**src/rtl/mult_if.sv**
```systemverilog
// Operand/result bundle between the control unit and the Booth multiplier.
// The control unit drives the request and operands; the multiplier returns HI/LO.
interface mult_if;
    logic        mult_control;
    logic [31:0] a;
    logic [31:0] b;
    logic [31:0] high;
    logic [31:0] low;
    logic        mult_end;

    modport master (
        output mult_control,
        output a,
        output b,
        input  high,
        input  low,
        input  mult_end
    );

    modport slave (
        input  mult_control,
        input  a,
        input  b,
        output high,
        output low,
        output mult_end
    );
endinterface

```
**src/rtl/mult.sv**
```systemverilog
// Sequential signed 32x32 radix-2 Booth multiplier.
// One recoding step per cycle; the 64-bit product lands in HI/LO on the last step.
module mult (
    input  logic  clk,
    input  logic  reset,
    mult_if.slave bus
);

    typedef enum logic [1:0] {
        IDLE,
        RUN,
        DONE
    } state_t;

    state_t      state;
    logic [32:0] m;
    logic [32:0] acc;
    logic [31:0] q;
    logic        q_m1;
    logic [5:0]  cnt;
    logic [31:0] high;
    logic [31:0] low;
    logic        mult_end;

    logic [32:0] sum;
    logic [32:0] acc_sh;
    logic [31:0] q_sh;
    logic        q_m1_sh;

    // 33-bit accumulator keeps M = -2^31 from overflowing the add/subtract
    always_comb begin
        sum = acc;
        unique case (1'b1)
            (!q[0] && q_m1): sum = acc + m;
            (q[0] && !q_m1): sum = acc + ~m + 33'd1;
            default:         sum = acc;
        endcase
        acc_sh  = {sum[32], sum[32:1]};
        q_sh    = {sum[0], q[31:1]};
        q_m1_sh = q[0];
    end

    always_ff @(posedge clk or negedge reset) begin
        if (!reset) begin
            state    <= IDLE;
            m        <= '0;
            acc      <= '0;
            q        <= '0;
            q_m1     <= 1'b0;
            cnt      <= '0;
            high     <= '0;
            low      <= '0;
            mult_end <= 1'b0;
        end else begin
            unique case (state)
                IDLE: begin
                    mult_end <= 1'b0;
                    if (bus.mult_control) begin
                        m     <= {bus.a[31], bus.a};
                        q     <= bus.b;
                        acc   <= '0;
                        q_m1  <= 1'b0;
                        cnt   <= '0;
                        state <= RUN;
                    end
                end
                RUN: begin
                    if (!bus.mult_control) begin
                        state <= IDLE;
                    end else begin
                        acc  <= acc_sh;
                        q    <= q_sh;
                        q_m1 <= q_m1_sh;
                        cnt  <= cnt + 6'd1;
                        if (cnt == 6'd31) begin
                            high     <= acc_sh[31:0];
                            low      <= q_sh;
                            mult_end <= 1'b1;
                            state    <= DONE;
                        end
                    end
                end
                DONE: begin
                    if (!bus.mult_control) begin
                        mult_end <= 1'b0;
                        state    <= IDLE;
                    end
                end
                default: begin
                    mult_end <= 1'b0;
                    state    <= IDLE;
                end
            endcase
        end
    end

    assign bus.high     = high;
    assign bus.low      = low;
    assign bus.mult_end = mult_end;

endmodule

```
**src/flat_wrapper.sv**
```systemverilog
// flat-port wrapper written by rule: the top's interface ports become plain ports
module mult_flat 
  (clk, reset, bus_mult_control, bus_a, bus_b, bus_high, bus_low, bus_mult_end);
  mult_if bus_i ();
  input  logic clk;
  input  logic reset;
  input wire logic [$bits(bus_i.mult_control)-1:0] bus_mult_control;
  input wire logic [$bits(bus_i.a)-1:0] bus_a;
  input wire logic [$bits(bus_i.b)-1:0] bus_b;
  output wire logic [$bits(bus_i.high)-1:0] bus_high;
  output wire logic [$bits(bus_i.low)-1:0] bus_low;
  output wire logic [$bits(bus_i.mult_end)-1:0] bus_mult_end;
  assign bus_i.mult_control = bus_mult_control;
  assign bus_i.a = bus_a;
  assign bus_i.b = bus_b;
  assign bus_high = bus_i.high;
  assign bus_low = bus_i.low;
  assign bus_mult_end = bus_i.mult_end;
  mult u_core (.clk(clk), .reset(reset), .bus(bus_i));
endmodule
```
**config.mk**
```make
export PLATFORM = sky130hd
export DESIGN_NAME = mult_flat
export DESIGN_NICKNAME = d
export VERILOG_FILES = /design/src/rtl/mult_if.sv /design/src/rtl/mult.sv /design/src/flat_wrapper.sv
export SDC_FILE = /design/constraint.sdc
export NUM_CORES = 1
export LEC_CHECK = 0
export ABC_AREA = 0
export CORE_MARGIN = 2
export CORE_UTILIZATION = 50
export CTS_CLUSTER_SIZE = 20
export DETAILED_ROUTE_END_ITERATION = 6
export PLACE_DENSITY = 0.73
export SETUP_SLACK_MARGIN = 0.02
export SYNTH_ARGS = -nofsm -noshare
export SYNTH_HDL_FRONTEND = slang
export SYNTH_SLANG_ARGS = --single-unit
```
**constraint.sdc**
```tcl
create_clock -name clk -period 4.2 [get_ports clk]
set_clock_uncertainty 0.15 [all_clocks]
set_input_delay 0.84 -clock clk [delete_from_list [all_inputs] [get_ports clk]]
set_output_delay 0.84 -clock clk [all_outputs]
set_load 0.01 [all_outputs]
```
==> flow_summary.toml <==
[status]
run_status = "finished, final reports clean"

[sta]
worst_slack_ns = 0.426
hold_ws_ns = 0.312
rsz0062_at_grt = "false"
setup_violations = 0
slew_violations = 0
setup_tns_ns = 0
final.min_clock_period_ns = 3.77
worst_pin_slew_ns = 1.05
fin_crit_sh = 0.898
maxSlewHeadroom = 0.300
max_freq_mhz = 265
hold_viol_final = 0

[floorplanning]
io_pins = 132
core-area_mm2 = 0.0219
die_y_um = 154
die_area_mm2 = 0.0236
fp-row-count = 54
initial_core_util = 0.512
die_x_um = 154

[global_routing]
grt_pass1_wl_um = 55200
busiest_layer = "met2"
met1_usage = 0.413
grt_start_max_net_pins = 85
grt.total_usage = 0.289
grtUsageMet2 = 0.443
gr-usage-met3 = 0.0629
overflow = 0
grt_pass1_vias = 10079
antenna_found_initial = 0

[route]
drtAntennaViolNets = 0
drc = 0
wl_per_cell_um = 20.0
via_per_inst = 6.07
routed-via-count = 10366
firstDrtPassIters = 6
wirelength_um = 34200
drtIter0Drc = 1042

[critical_path]
timing.rr.start = "u_core.acc[0]"
timing.rr.end = "u_core.acc[29]"
crit_path_max_incr_delay_ns = 0.56
ff2ff_setup_slack_ns = 0.43
required_ns = 4.35
cp_data_arrival_time_ns = 3.92
startpoint = "u_core.acc[0]"
path_max_fanout = 3
start_kind = "flop"
crit_path_end_kind = "flop"
crit_top_cell = "a21oi_1"
crit_end = "u_core.acc[29]"
worstRegToRegCells = 12
slowest_stage = "o41ai_2"
crit_path_cell_trace = "inv_1 > ha_1 > fa_1 > and2b_1 > o2111ai_1 > a21oi_1 > nor2_1 > o41ai_2 > a311oi_1 > o31a_1 > a21oi_1 > o31ai_1"
worstSetupPathType = "flop to flop"

[pwr]
p_leak_nw = 5.94
irDropWorstVdd_mv = 0.287
finalPower_mw = 5.78
power.density_mw_per_mm2 = 436

[finish]
num-nets-final = 1552
fill_cells = 1985
fin_cells = 1709
syn_to_final_growth_pct = 18.4
post-route-util = 0.606
layout-drive-gt1-share = 0.0630
final_area_mm2 = 0.0133
diodes = 0

[placed_design]
dp_slack_ns = 0.510
io_buffers = 131
post_dp_cell_area_mm2 = 0.0127
finalWeightedCongestion = 0.958
hpwl_um = 23900
place_inst = 1677

[cts]
cts_root_buffer = "clkbuf_16"
h-tree-depth = 4
post_cts_buffers = 0
cts_max_path_buffers = 2
numClockSinks = 170
cts_resized = 0
clkTransAtPathRegs_ns = 0.08
insertion_delay_ns = 0.44
hold_buffers = 0
cts_tree = "built"
numCtsBuffers = 17

[synth]
synth_compound_area_frac = 0.257
ys.flop_type = "dfrtp_1"
synth_top_family_by_area = "compound AO/OA/AOI/OAI gates"
synthAdderAreaFrac = 0.0783
synth_xor_area_frac = 0.0125
synthSimpleGateAreaFrac = 0.179
synth.distinct_cells = 87
postSynthAreaPerCell_um2 = 8.39
synth_area_mm2 = 0.0112
async_flop_share = 1.00
yosys_warnings = 0
ys_seq_elements = 170
synth.area.mux_share = 0.0354
syn_inst = 1337
synth_edf_count = 0
synth_nets = 1473
yosysSeqAreaShare = 0.379

[run]
maxCapViolCount = 0

[min_path]
holdCritPathClass = "input pin to async pin"
worst max-delay path, delay by kind of cell, from the launching register on:
family | cells | cell delay (ns)
compound gates | 7 | 1.99
flops | 1 | 0.39
fa+ha+maj | 2 | 0.69
simple gates | 2 | 0.35
buf+inv | 1 | 0.07
cell usage after synthesis, types with 10 or more instances:
library cell    n  area [um2]
buf_1          10        37.5
a21o_1         16         120
o31ai_1        13        97.6
xnor2_1        15         131
nor2b_1        19         119
o211ai_1       12        90.1
clkbuf_1       69         259
nor3_1         18        90.1
nand2_1       254         953
a21oi_1        80         400
mux2i_1        34         340
a211oi_1       13        97.6
o21ai_0       152         761
o221ai_1       11        96.3
a31oi_1        11        68.8
nand3_1        19        95.1
dfrtp_1       170        4250
nand4_1        12        75.1
ha_1           67         838
nor2_1         60         225
and2_1         10        62.6
inv_1          74         278
nand2b_1       12        75.1
layout by cell type (no fill, tap or decap), types with 15 or more instances in the layout:
cell             count
nand3_1             18
nor2_1              58
nand2_1            254
clkdlybuf4s50_1    130
xnor2_1             15
a21o_1              16
nor2b_1             19
buf_4               17
clkbuf_16           17
dfrtp_1            169
mux2i_1             34
o21ai_0            152
nor3_1              18
ha_1                67
a21oi_1             80
inv_1               74
layer usage:
| layer | routed length (um) | part of all wire | up-vias |
|---|---|---|---|
| met5 | 0 | 0 | - |
| met2 | 15100 | 0.44 | 392 |
| met1 | 15800 | 0.46 | 5007 |
| li1 | - | - | 4910 |
| met3 | 2570 | 0.075 | 57 |
| met4 | 726 | 0.021 | 0 |
layout make-up:
class,count,area [um2],area share
clock inverter,14,151,0.0114
inverter,77,289,0.0218
clock buffer,18,429,0.0323
sequential,170,4260,0.321
timing repair buffer,149,1460,0.110
multi-input combinational,1001,6340,0.477
tap,280,350,0.0264
worst min-delay path by stage:
stage                                    from                   to
after floorplan                   u_core.q[1]    u_core.bus.low[0]
final                                   reset  u_core.bus.high[12]
after global routing      u_core.bus.high[19]  u_core.bus.high[19]
after CTS                 u_core.bus.high[19]  u_core.bus.high[19]
after detailed placement    u_core.bus.low[9]    u_core.bus.low[9]
after global placement      u_core.bus.low[0]    u_core.bus.low[0]
registers in the layout, summed over array words and instances (netlist names):
name                 flops
u_core.bus.high         32
u_core.acc              32
u_core.bus.low          32
u_core.m                32
u_core.cnt               6
u_core.q_m1              1
u_core.q                32
u_core.bus.mult_end      1
u_core.state             2
where the power goes:
| group | total (mW) | internal (mW) | switching (mW) |
|---|---|---|---|
| Clock | 1.62 | 0.799 | 0.825 |
| Sequential | 1.94 | 1.79 | 0.154 |
| Combinational | 2.22 | 0.802 | 1.42 |
| Total | 5.78 | 3.39 | 2.40 |
logic make-up after synthesis:
family / count (synthesis)
fa+ha+maj: 69
simple gates: 445
flops: 170
compound gates: 432
buf+inv: 166
mux: 39
xor+xnor: 16
Note: power is estimated with default switching activity, not from simulation.
